--- src/rtl/parking_gate_ctrl.sv ---
// Single-gate parking controller: password check with evaluation delay, occupancy count
// with capacity limit, optional wrong-attempt lockout (enabled by defining PARK_LOCKOUT_EN).
//
// state          | meaning
// IDLE           | gate closed, waiting for a car at the entrance
// WAIT_PASSWORD  | car present, letting the keypad settle before comparing
// WRONG_PASS     | last evaluation rejected, waiting for a changed entry
// RIGHT_PASS     | gate open, waiting for the car to pass the exit sensor
// STOP           | tailgater detected behind an admitted car, re-evaluating
// LOCKED         | too many rejections, sensors ignored for a fixed time
module parking_gate_ctrl #(
   parameter int PW_WIDTH    = 2,
   parameter int PASS_1      = 1,
   parameter int PASS_2      = 2,
   parameter int CAPACITY    = 8,
   parameter int WAIT_CYCLES = 3,
   parameter int MAX_TRIES   = 3,
   parameter int LOCK_CYCLES = 16
) (
   input  logic                          clk,
   input  logic                          reset,
   input  logic                          sensor_entrance,
   input  logic                          sensor_exit,
   input  logic                          car_leave,
   input  logic [PW_WIDTH-1:0]           password_1,
   input  logic [PW_WIDTH-1:0]           password_2,
   output logic                          GREEN_LED,
   output logic                          RED_LED,
   output logic [6:0]                    HEX_1,
   output logic [6:0]                    HEX_2,
   output logic [$clog2(CAPACITY+1)-1:0] occupancy,
   output logic                          full,
   output logic                          locked
);

   localparam int OW = $clog2(CAPACITY + 1);
`ifdef PARK_LOCKOUT_EN
   localparam int CNT_MAX = (WAIT_CYCLES > LOCK_CYCLES) ? WAIT_CYCLES : LOCK_CYCLES;
   localparam int TW      = $clog2(MAX_TRIES + 1);
`else
   localparam int CNT_MAX = WAIT_CYCLES;
`endif
   localparam int CW = $clog2(CNT_MAX + 1);

   localparam logic [6:0] SEG_BLANK = 7'h7F;
   localparam logic [6:0] SEG_E     = 7'h06;
   localparam logic [6:0] SEG_N     = 7'h2B;
   localparam logic [6:0] SEG_G     = 7'h42;
   localparam logic [6:0] SEG_O     = 7'h40;
   localparam logic [6:0] SEG_S     = 7'h12;
   localparam logic [6:0] SEG_P     = 7'h0C;
   localparam logic [6:0] SEG_F     = 7'h0E;
   localparam logic [6:0] SEG_U     = 7'h41;
   localparam logic [6:0] SEG_L     = 7'h47;
   localparam logic [6:0] SEG_C     = 7'h46;

   typedef enum logic [2:0] {
      S_IDLE,
      S_WAIT_PASSWORD,
      S_WRONG_PASS,
      S_RIGHT_PASS,
      S_STOP
`ifdef PARK_LOCKOUT_EN
      , S_LOCKED
`endif
   } state_t;

   state_t              state_q, state_d;
   logic [CW-1:0]       cnt_q, cnt_d;
   logic [PW_WIDTH-1:0] rej1_q, rej1_d;
   logic [PW_WIDTH-1:0] rej2_q, rej2_d;
   logic [OW-1:0]       occ_q, occ_d;
   logic                rej_idle_q, rej_idle_d;
   logic                car_in;
   logic                dec_req;
   logic                pw_match;
`ifdef PARK_LOCKOUT_EN
   logic [TW-1:0]       tries_q, tries_d;
`else
   logic                unused_cfg;
   assign unused_cfg = (MAX_TRIES == LOCK_CYCLES);
`endif

   assign pw_match = (password_1 == PW_WIDTH'(PASS_1)) && (password_2 == PW_WIDTH'(PASS_2));
   assign full     = (occ_q == OW'(CAPACITY));

   always_comb begin
      state_d = state_q;
      cnt_d   = cnt_q;
      rej1_d  = rej1_q;
      rej2_d  = rej2_q;
      car_in  = 1'b0;
`ifdef PARK_LOCKOUT_EN
      tries_d = tries_q;
`endif
      case (state_q)
         S_IDLE: begin
            if (sensor_entrance && !full) begin
               state_d = S_WAIT_PASSWORD;
               cnt_d   = '0;
            end
         end
         S_WAIT_PASSWORD, S_STOP: begin
            cnt_d = cnt_q + 1'b1;
            if (!sensor_entrance) begin
               state_d = S_IDLE;
               cnt_d   = '0;
`ifdef PARK_LOCKOUT_EN
               tries_d = '0;
`endif
            end else if (cnt_q == CW'(WAIT_CYCLES - 1)) begin
               cnt_d = '0;
               if (pw_match) begin
                  state_d = S_RIGHT_PASS;
`ifdef PARK_LOCKOUT_EN
                  tries_d = '0;
`endif
               end else begin
                  rej1_d  = password_1;
                  rej2_d  = password_2;
`ifdef PARK_LOCKOUT_EN
                  tries_d = tries_q + 1'b1;
                  state_d = (tries_q + 1'b1 == TW'(MAX_TRIES)) ? S_LOCKED : S_WRONG_PASS;
`else
                  state_d = S_WRONG_PASS;
`endif
               end
            end
         end
         S_WRONG_PASS: begin
            if (!sensor_entrance) begin
               state_d = S_IDLE;
`ifdef PARK_LOCKOUT_EN
               tries_d = '0;
`endif
            end else if (password_1 != rej1_q || password_2 != rej2_q) begin
               state_d = S_WAIT_PASSWORD;
               cnt_d   = '0;
            end
         end
         S_RIGHT_PASS: begin
            if (sensor_exit) begin
               car_in  = 1'b1;
               cnt_d   = '0;
               state_d = sensor_entrance ? S_STOP : S_IDLE;
            end
         end
`ifdef PARK_LOCKOUT_EN
         S_LOCKED: begin
            cnt_d = cnt_q + 1'b1;
            if (cnt_q == CW'(LOCK_CYCLES - 1)) begin
               state_d = S_IDLE;
               cnt_d   = '0;
               tries_d = '0;
            end
         end
`endif
         default: begin
            state_d = S_IDLE;
            cnt_d   = '0;
         end
      endcase
   end

   // A car arriving and one leaving in the same cycle cancel; a leave at zero is no event.
   assign dec_req = car_leave && (occ_q != '0);

   always_comb begin
      occ_d = occ_q;
      if (car_in && !dec_req) begin
         if (occ_q != OW'(CAPACITY)) occ_d = occ_q + 1'b1;
      end else if (dec_req && !car_in) begin
         occ_d = occ_q - 1'b1;
      end
   end

   // Registered so the full-lot rejection LED stays a Moore output.
   assign rej_idle_d = (state_d == S_IDLE) && sensor_entrance && (occ_d == OW'(CAPACITY));

   always_ff @(posedge clk or posedge reset) begin
      if (reset) begin
         state_q    <= S_IDLE;
         cnt_q      <= '0;
         rej1_q     <= '0;
         rej2_q     <= '0;
         occ_q      <= '0;
         rej_idle_q <= 1'b0;
`ifdef PARK_LOCKOUT_EN
         tries_q    <= '0;
`endif
      end else begin
         state_q    <= state_d;
         cnt_q      <= cnt_d;
         rej1_q     <= rej1_d;
         rej2_q     <= rej2_d;
         occ_q      <= occ_d;
         rej_idle_q <= rej_idle_d;
`ifdef PARK_LOCKOUT_EN
         tries_q    <= tries_d;
`endif
      end
   end

   always_comb begin
      GREEN_LED = 1'b0;
      RED_LED   = 1'b0;
      HEX_1     = SEG_BLANK;
      HEX_2     = SEG_BLANK;
      case (state_q)
         S_IDLE: begin
            RED_LED = rej_idle_q;
            if (full) begin
               HEX_1 = SEG_F;
               HEX_2 = SEG_U;
            end
         end
         S_WAIT_PASSWORD: begin
            HEX_1 = SEG_E;
            HEX_2 = SEG_N;
         end
         S_WRONG_PASS: begin
            RED_LED = 1'b1;
            HEX_1   = SEG_E;
            HEX_2   = SEG_E;
         end
         S_RIGHT_PASS: begin
            GREEN_LED = 1'b1;
            HEX_1     = SEG_G;
            HEX_2     = SEG_O;
         end
         S_STOP: begin
            RED_LED = 1'b1;
            HEX_1   = SEG_S;
            HEX_2   = SEG_P;
         end
`ifdef PARK_LOCKOUT_EN
         S_LOCKED: begin
            RED_LED = 1'b1;
            HEX_1   = SEG_L;
            HEX_2   = SEG_C;
         end
`endif
         default: begin
            HEX_1 = SEG_BLANK;
            HEX_2 = SEG_BLANK;
         end
      endcase
   end

   assign occupancy = occ_q;
`ifdef PARK_LOCKOUT_EN
   assign locked = (state_q == S_LOCKED);
`else
   assign locked = 1'b0;
`endif

endmodule
--- config.mk ---
export PLATFORM = sky130hd
export DESIGN_NAME = parking_gate_ctrl
export DESIGN_NICKNAME = d
export VERILOG_FILES = /design/src/rtl/parking_gate_ctrl.sv
export SDC_FILE = /design/constraint.sdc
export NUM_CORES = 1
export LEC_CHECK = 0
export ABC_CLOCK_PERIOD_IN_PS = 2000
export BUFFER_PORTS_ARGS = -buffer_cell sky130_fd_sc_hd__buf_4
export CORE_MARGIN = 2
export CORE_UTILIZATION = 47
export DETAILED_ROUTE_END_ITERATION = 6
export PLACE_DENSITY = 0.75
export RECOVER_POWER = 50
export SLEW_MARGIN = 30
export SYNTH_ARGS = -nofsm -noshare
export SYNTH_HDL_FRONTEND = slang
export SYNTH_SLANG_ARGS = --single-unit
--- constraint.sdc ---
create_clock -name clk -period 2 [get_ports clk]
set_input_delay 0.4 -clock clk [delete_from_list [all_inputs] [get_ports clk]]
set_output_delay 0.4 -clock clk [all_outputs]
set_load 0.005 [all_outputs]
# Word level (Yosys, flattened, before mapping)
# Cells that the tools add are included.
# totals
regBits	14
in_bits	9
output_inout_bits	22
wordCells	72
# classes
addsub	3
eq_ne	16
mux	27
n_bitwise	1
reduce_logical	19
# ops
op	n
case mux 7 bit (5 select lines)	1
case mux 7 bit (4 select lines)	1
2-to-1 mux 3 bit	7
2-to-1 mux 2 bit	6
2-to-1 mux 4 bit	3
case mux 3 bit (4 select lines)	1
== test 4 bit (second input constant)	2
!= test 2 bit (second input constant)	4
case mux 2 bit (4 select lines)	1
AND reduction 4 bit	2
logical AND 1 bit	7
2-to-1 mux 7 bit	1
== test 3 x 2 -> 1 bit (second input constant)	2
logical NOT 3 bit	2
2-to-1 mux 6 bit	1
OR reduction 2 bit	3
adder 4 x 1 -> 4 bit (second input constant)	1
== test 2 bit (second input constant)	2
2-to-1 mux 1 bit	4
!= test 2 bit	2
!= test 4 bit (second input constant)	1
nonzero test 4 bit	1
subtractor 4 x 1 -> 4 bit (second input constant)	1
== test 3 x 1 -> 1 bit (second input constant)	1
other kinds (7)	9

# Depth between registers and ports, before layout
# Gate-level depths: netlist of the first run.
# logic_depth
ltp_word	9
mapped_depth	7
mapped_depth_nobuf	7

# Worst setup path after synthesis of the first run
# OpenSTA, ideal clock, no wires.
# synth_path
path_kind	reg2reg
start	register occ_q[1] (netlist: occupancy[1])
end	register rej_idle_q
setup_ps	94
arrival_time_ps	1866
required_time_ps	1906
setup_slack_ps	40
stages_incl_launch_ff	8
path_buffers	0
synth_period_minus_slack_ps	1960
cell_sequence	dfrtp_1 > inv_1 > ha_1 > nand3b_1 > nand3_1 > a21oi_1 > or4b_4 > nor4b_4
# synth_via
elab_chain_cells	8
elab_cells_between_ends	20
cone_classes	add/sub (2); eq/ne (3); mux (5); reduce/logical (10)
# synth_rtl
item	line_no	text
start: declaration	72	logic [OW-1:0] occ_q, occ_d;
start signal: assignment	186	occ_q <= '0;
start signal: assignment	196	occ_q <= occ_d;
branches (longest 7 deep; another with subtractor 4 x 1 -> 4 bit)	-	
logical AND 1 bit *	178	assign rej_idle_d = (state_d == S_IDLE) && sensor_entrance && (occ_d == OW'(CAPACITY));
net rej_idle_d	73	logic rej_idle_q, rej_idle_d;
end signal: assignment	197	rej_idle_q <= rej_idle_d;
end: declaration	73	
# Mark *: on every way through the listed nets, which the timed path passes.
# A chain may end at the register's enable or synchronous reset.

# Worst setup path in the final report of the first run
# layout_path
start	register occ_q[1] (netlist: occupancy[1])
end	output port HEX_1[6]
# layout_via
elab_chain_cells	3
# layout_rtl
item	line_no	text
== test 4 bit	85	assign full = (occ_q == OW'(CAPACITY));
2-to-1 mux 7 bit	212	if (full) begin
case mux 7 bit (4 select lines)	209	case (state_q)
end: declaration	29	output logic [6:0] HEX_1,
# No other way between the ends.

==> results.json, run 1 <==
{
  "synth-async-reset-ratio": 1.00,
  "cts_tree": "built",
  "maxSlewHeadroom": 0.630,
  "max_slew.worst_pin.slew_ns": 0.555,
  "hold_viol_final": 0,
  "drive_gt1_frac": 0.448,
  "cap_violations": 0,
  "crit_path_end_kind": "output pin",
  "dieWidth_um": 53.6,
  "yosys.area.top_type": "dfrtp_1",
  "rrSetupSlack_ns": 0.04,
  "die_y_um": 53.6,
  "synth_area_um2": 1160,
  "failed_checks": "negative setup slack",
  "drc_errors": 0,
  "area_delta_synth_final_pct": 39.7,
  "use_met2": 0.366,
  "antenna_found_initial": 0,
  "grt-busiest-layer": "met2",
  "core_um2": 2280,
  "holdBufCountCts": 0,
  "final_antenna_net_count": 0,
  "synth_area_leaders": "dfrtp_1, nand2b_1, mux2_2, xnor2_1, buf_4",
  "crit_type": "register to output pin",
  "std_cell_rows": 17,
  "synth-warning-count": 0,
  "utilization": 0.710,
  "synth_mux_area_frac": 0.0660,
  "drt-vias-per-instance": 5.59,
  "synth_edf_count": 0,
  "via_count": 1129,
  "seq_area_frac_synth": 0.303,
  "rsz0062_at_grt": "true",
  "synth_top_cell_area_share": 0.303,
  "grtUsageMet3": 0.0250,
  "synth_cell_type_count": 44,
  "dp_cells": 188,
  "grt_first_pass_wirelength_um": 4370,
  "clkTransAtPathRegs_ns": 0.09,
  "fin_crit_sh": 1.01,
  "synth_ff_type": "dfrtp_1",
  "synthXorXnorAreaFrac": 0.0530,
  "grt_max_degree": 15,
  "ys_ff_latch": 14,
  "drtIter0Drc": 21,
  "clock_latency_ns": 0.29,
  "cts_root_buf": "clkbuf_4",
  "rr_worst_depth": 6,
  "netlist_instances": 133,
  "hold_class": "input pin to asynchronous set/reset pin",
  "yosysMostFrequentCell": "dfrtp_1",
  "h-tree-depth": 1,
  "cp_max_fo": 5,
  "wl_um": 2870,
  "setup_violations": 4,
  "synth_commonest_cells": "dfrtp_1, nand2b_1, nor2_1",
  "power.static_leakage_nw": 0.750,
  "cts.sinks": 14,
  "synth-simple-area-share": 0.312,
  "layout_min_cycle_time_ns": 2.02,
  "portBuffers": 28,
  "drt_first_pass_iters": 4,
  "initial_utilization": 0.508,
  "track_usage": 0.207,
  "r2r-start": "state_q[1]$_DFF_PP0_",
  "fin_ws_ns": -0.0200,
  "ios": 31,
  "ir_drop_mv": 0.898,
  "wire_per_inst_um": 14.2,
  "dp_hpwl_um": 2040,
  "power_mw": 2.13,
  "arrival_ns": 1.62,
  "clockBufferDepth": 2,
  "synthAdderAreaFrac": 0.0303,
  "outcome": "finished with violations",
  "syn_avg_cell_area_um2": 8.69,
  "antenna_cells": 0,
  "groute.layer.met1.usage": 0.262,
  "synth_top_family_by_area": "simple AND/OR/NAND/NOR gates",
  "power_density_nw_per_um2": 1320,
  "drv_slew": 0,
  "post_dp_cell_area_um2": 1410,
  "grt_pass1_vias": 998,
  "place_congestion": 0.795,
  "syn-num-nets": 144,
  "grt_overflow": 0,
  "dieArea_um2": 2870,
  "final_cells": 202,
  "cts_buffers": 3,
  "synth_compound_area_frac": 0.156,
  "finish.instance_area_um2": 1620,
  "fmax_mhz": 495,
  "start_kind": "register",
  "worstPathRequired_ns": 1.60,
  "skew_ns": 0.00392,
  "crit-reg2reg-capture": "rej_idle_q$_DFF_PP0_",
  "nNetsFinal": 186,
  "finalSetupTns_ns": -0.0334
}
power breakdown:
group	internal [mW]	leakage [nW]	switching [mW]
Combinational	0.789	0.552	0.630
Sequential	0.392	0.177	0.108
Clock	0.111	0.0210	0.0973
Total	1.29	0.750	0.835
per-stage QoR:
step / hold slack (ns) / setup WS (ns)
finish: 0.160 / -0.0200
global route: 0.215 / -0.110
CTS: 0.181 / 0.00503
detailed placement: 0.483 / -0.0340
global placement: 0.465 / 0.00212
floorplan: 0.289 / 0.0401
registers in the layout (all words and copies together) (netlist names):
signal / cells
rej_idle_q: 1
rej2_q: 2
state_q: 3
occupancy: 4
cnt_q: 2
rej1_q: 2
kinds of logic after synthesis:
family,count (synthesis)
simple gates,57
mux,7
compound gates,26
buf+inv,17
fa+ha+maj,3
flops,14
other cells,2
xor+xnor,7
worst max-delay path by stage:
stage                     cells after the start                   end  slack (ns)                   start
after CTS                                     8  rej_idle_q$_DFF_PP0_       0.005  occupancy[1]$_DFF_PP0_
final                                         7              HEX_1[6]       -0.02  occupancy[1]$_DFF_PP0_
after detailed placement                      6  rej_idle_q$_DFF_PP0_       -0.03           password_2[0]
after global routing                          7              HEX_1[6]       -0.11  occupancy[1]$_DFF_PP0_
after global placement                        6  rej_idle_q$_DFF_PP0_       0.002           password_2[0]
after floorplan                               7  rej_idle_q$_DFF_PP0_        0.04  occupancy[1]$_DFF_PP0_
area by class of cell:
cell class	count	area, µm²
Clock buffer	4	36.3
Fill cell	191	661
Inverter	6	22.5
Multi-Input combinational cell	102	796
Sequential cell	14	354
Tap cell	28	35.0
Timing Repair Buffer	48	372
metal layers:
layer / vias up / share of wire / wire length [µm]
met3: 7 / 0.050 / 145
met2: 46 / 0.49 / 1400
met1: 527 / 0.45 / 1290
met5: - / 0 / 0
li1: 549 / - / -
met4: 0 / 0.015 / 42
critical path: stages, from the launching register on:
cell,delay (ns)
dfrtp_1,0.39
inv_2,0.09
ha_4,0.14
nand3b_1,0.20
nand2_2,0.17
o21ai_2,0.08
nand2b_4,0.15
buf_6,0.11
what timing repair did:
item,in CTS,in global routing
gates resized for setup,13,19
endpoints found under the setup margin,13,6
pin swaps,3,10
setup buffers,7,4
cell usage in the layout (no fill, tap or decap), types with 2 or more instances in the layout:
cell and instances:
buf_4 41, dfrtp_1 11, nand2b_1 10, nand2_1 7
xnor2_1 6, mux2_2 5, nor2_1 5, clkbuf_4 5
nor2b_1 4, nand3b_1 4, inv_1 4, buf_6 4
nor2_4 3, a211oi_1 3, o21ai_0 3, dfrtp_2 3
nand4bb_1 2, a21oi_2 2, and3_1 2, a22o_1 2
inv_2 2, a31oi_1 2, mux2i_1 2, nand3_1 2
nand2b_4 2, o21ai_1 2, nor3_1 2, o21bai_1 2
nor2_2 2, a21oi_1 2, conb_1 2
Power figures use the tool's default switching activity.
==> run 2: changes to the inputs <==
- CORE_MARGIN: 2 -> 3
==> run 2 against run 1 <==
The run now ends clean. Utilization grew 2.8 points. Clock power down 4%. Flip-flop and latch count unchanged. Wire length increased by 9.8%. Maximum frequency rose by 1.1%. First-iteration DRC count is 100% higher. Sequential power grew 3%. Count of clock-buffer cells in the layout did not move. Non-clock buffer count rose by 6. Via count rose by 4.3%. Setup slack gained 0.021 ns. Critical endpoint unchanged. Largest cell class unchanged.
==> results.json, run 2 (synthesized netlist as in run 1, its figures left out) <==
{
  "skew_ns": 0.00440,
  "cap_violations": 0,
  "initial_utilization": 0.508,
  "ir_drop_mv": 0.965,
  "cts_tree": "built",
  "dp_hpwl_um": 2180,
  "dieArea_um2": 3090,
  "via_count": 1177,
  "final_common_cell": "buf_4",
  "holdBufCountCts": 0,
  "hold_viol_final": 0,
  "drt-vias-per-instance": 5.66,
  "path_cells": "inv_2 > ha_4 > nand3b_1 > buf_6 > nand2_4 > o21ai_4 > nand2b_4 > buf_6",
  "crit_type": "register to output pin",
  "track_usage": 0.201,
  "antenna_found_initial": 0,
  "nNetsFinal": 192,
  "drt_first_pass_iters": 4,
  "max_slew.worst_pin.slew_ns": 0.542,
  "drtIter0Drc": 42,
  "dieWidth_um": 55.6,
  "core_um2": 2280,
  "clock_latency_ns": 0.27,
  "drv_slew": 0,
  "clkTransAtPathRegs_ns": 0.09,
  "finalSetupTns_ns": 0,
  "setup_violations": 0,
  "clockBufferDepth": 2,
  "h-tree-depth": 1,
  "rr_worst_depth": 8,
  "grt_first_pass_wirelength_um": 5130,
  "die_y_um": 55.6,
  "slowest_delay_ns": 0.40,
  "ios": 31,
  "whs_ns": 0.163,
  "final_cell_mix": "buf_4, dfrtp_1, nand2b_1",
  "cp_max_fo": 4,
  "maxSlewHeadroom": 0.638,
  "grt_overflow": 0,
  "drc_errors": 0,
  "crit_path_end_kind": "output pin",
  "slowest_stage": "dfrtp_1",
  "grt_pass1_vias": 1118,
  "cp-startpoint": "occupancy[1]$_DFF_PP0_",
  "rsz0062_at_grt": "true",
  "arrival_ns": 1.60,
  "cts_root_buf": "clkbuf_4",
  "area_delta_synth_final_pct": 45.2,
  "largest_reg_flops": 4,
  "place_congestion": 0.809,
  "fmax_mhz": 500,
  "cts.sinks": 14,
  "cts_buffers": 3,
  "outcome": "completed",
  "wl_um": 3160,
  "final_antenna_net_count": 0,
  "portBuffers": 28,
  "rrSetupSlack_ns": 0.02,
  "r2r-start": "occupancy[1]$_DFF_PP0_",
  "power.static_leakage_nw": 0.785,
  "std_cell_rows": 17,
  "cp_common_cell": "buf_6",
  "fin_crit_sh": 0.999,
  "grt_max_degree": 15,
  "start_kind": "register",
  "power_density_nw_per_um2": 1340,
  "drive_gt1_frac": 0.467,
  "wire_per_inst_um": 15.2,
  "layout_min_cycle_time_ns": 2.00,
  "worstPathRequired_ns": 1.60,
  "hold_class": "input pin to asynchronous set/reset pin",
  "antenna_cells": 0,
  "crit-reg2reg-capture": "rej_idle_q$_DFF_PP0_"
}
## run 2: repair_timing
action | CTS | global route
resized for setup | 19 | 14
setup buffers | 7 | 6
endpoints found under the setup margin | 10 | 9
pin swaps | 3 | 4
## run 2: critical path, delay by kind of cell (launching register included)
family                   cells  cell delay [ns]
buffers and inverters        3             0.37
AO/OA/AOI/OAI                1             0.06
flip-flops                   1             0.40
adder cells (fa/ha/maj)      1             0.14
AND/OR/NAND/NOR              3             0.34
## run 2: cell type report
cell class / count / area (µm²)
Multi-Input combinational cell: 102 / 805
Tap cell: 28 / 35.0
Timing Repair Buffer: 54 / 424
Sequential cell: 14 / 354
Fill cell: 173 / 597
Clock buffer: 4 / 36.3
Inverter: 6 / 25.0
## run 2: routing by layer
metal | track usage | up-vias | part of all wire
li1 | - | 563 | -
met1 | 0.250 | 563 | 0.41
met2 | 0.353 | 45 | 0.52
met3 | 0.0394 | 6 | 0.061
met4 | 0.0556 | 0 | 0.011
met5 | 0 | - | 0
## run 2: stage by stage
step | setup slack (ns) | cell area, µm² | total power, mW | std cells | util
4_1_cts | -0.00371 | 1570 | 2.07 | 202 | 0.692
5_1_grt | -0.104 | 1680 | 2.44 | 208 | 0.738
6_report | 0.00143 | 1680 | 2.25 | 208 | 0.738
3_5_place_dp | -0.0347 | 1440 | 1.69 | 191 | 0.631
3_3_place_gp | 0.00119 | 1440 | 1.64 | 191 | 0.631
2_1_floorplan | 0.0401 | 1160 | 1.18 | 133 | -
## run 2: worst max-delay path by stage
stage / cells past startpoint / end
4_1_cts: 9 / HEX_2[1]
3_5_place_dp: 6 / rej_idle_q$_DFF_PP0_
6_report: 8 / HEX_1[6]
3_3_place_gp: 6 / rej_idle_q$_DFF_PP0_
2_1_floorplan: 7 / rej_idle_q$_DFF_PP0_
5_1_grt: 9 / HEX_2[5]
## run 2: where the power goes
group          switching (mW)  internal [mW]  total (mW)
Sequential              0.122          0.392       0.514
Clock                  0.0897          0.111       0.200
Combinational           0.654          0.883        1.54
Total                   0.866           1.39        2.25
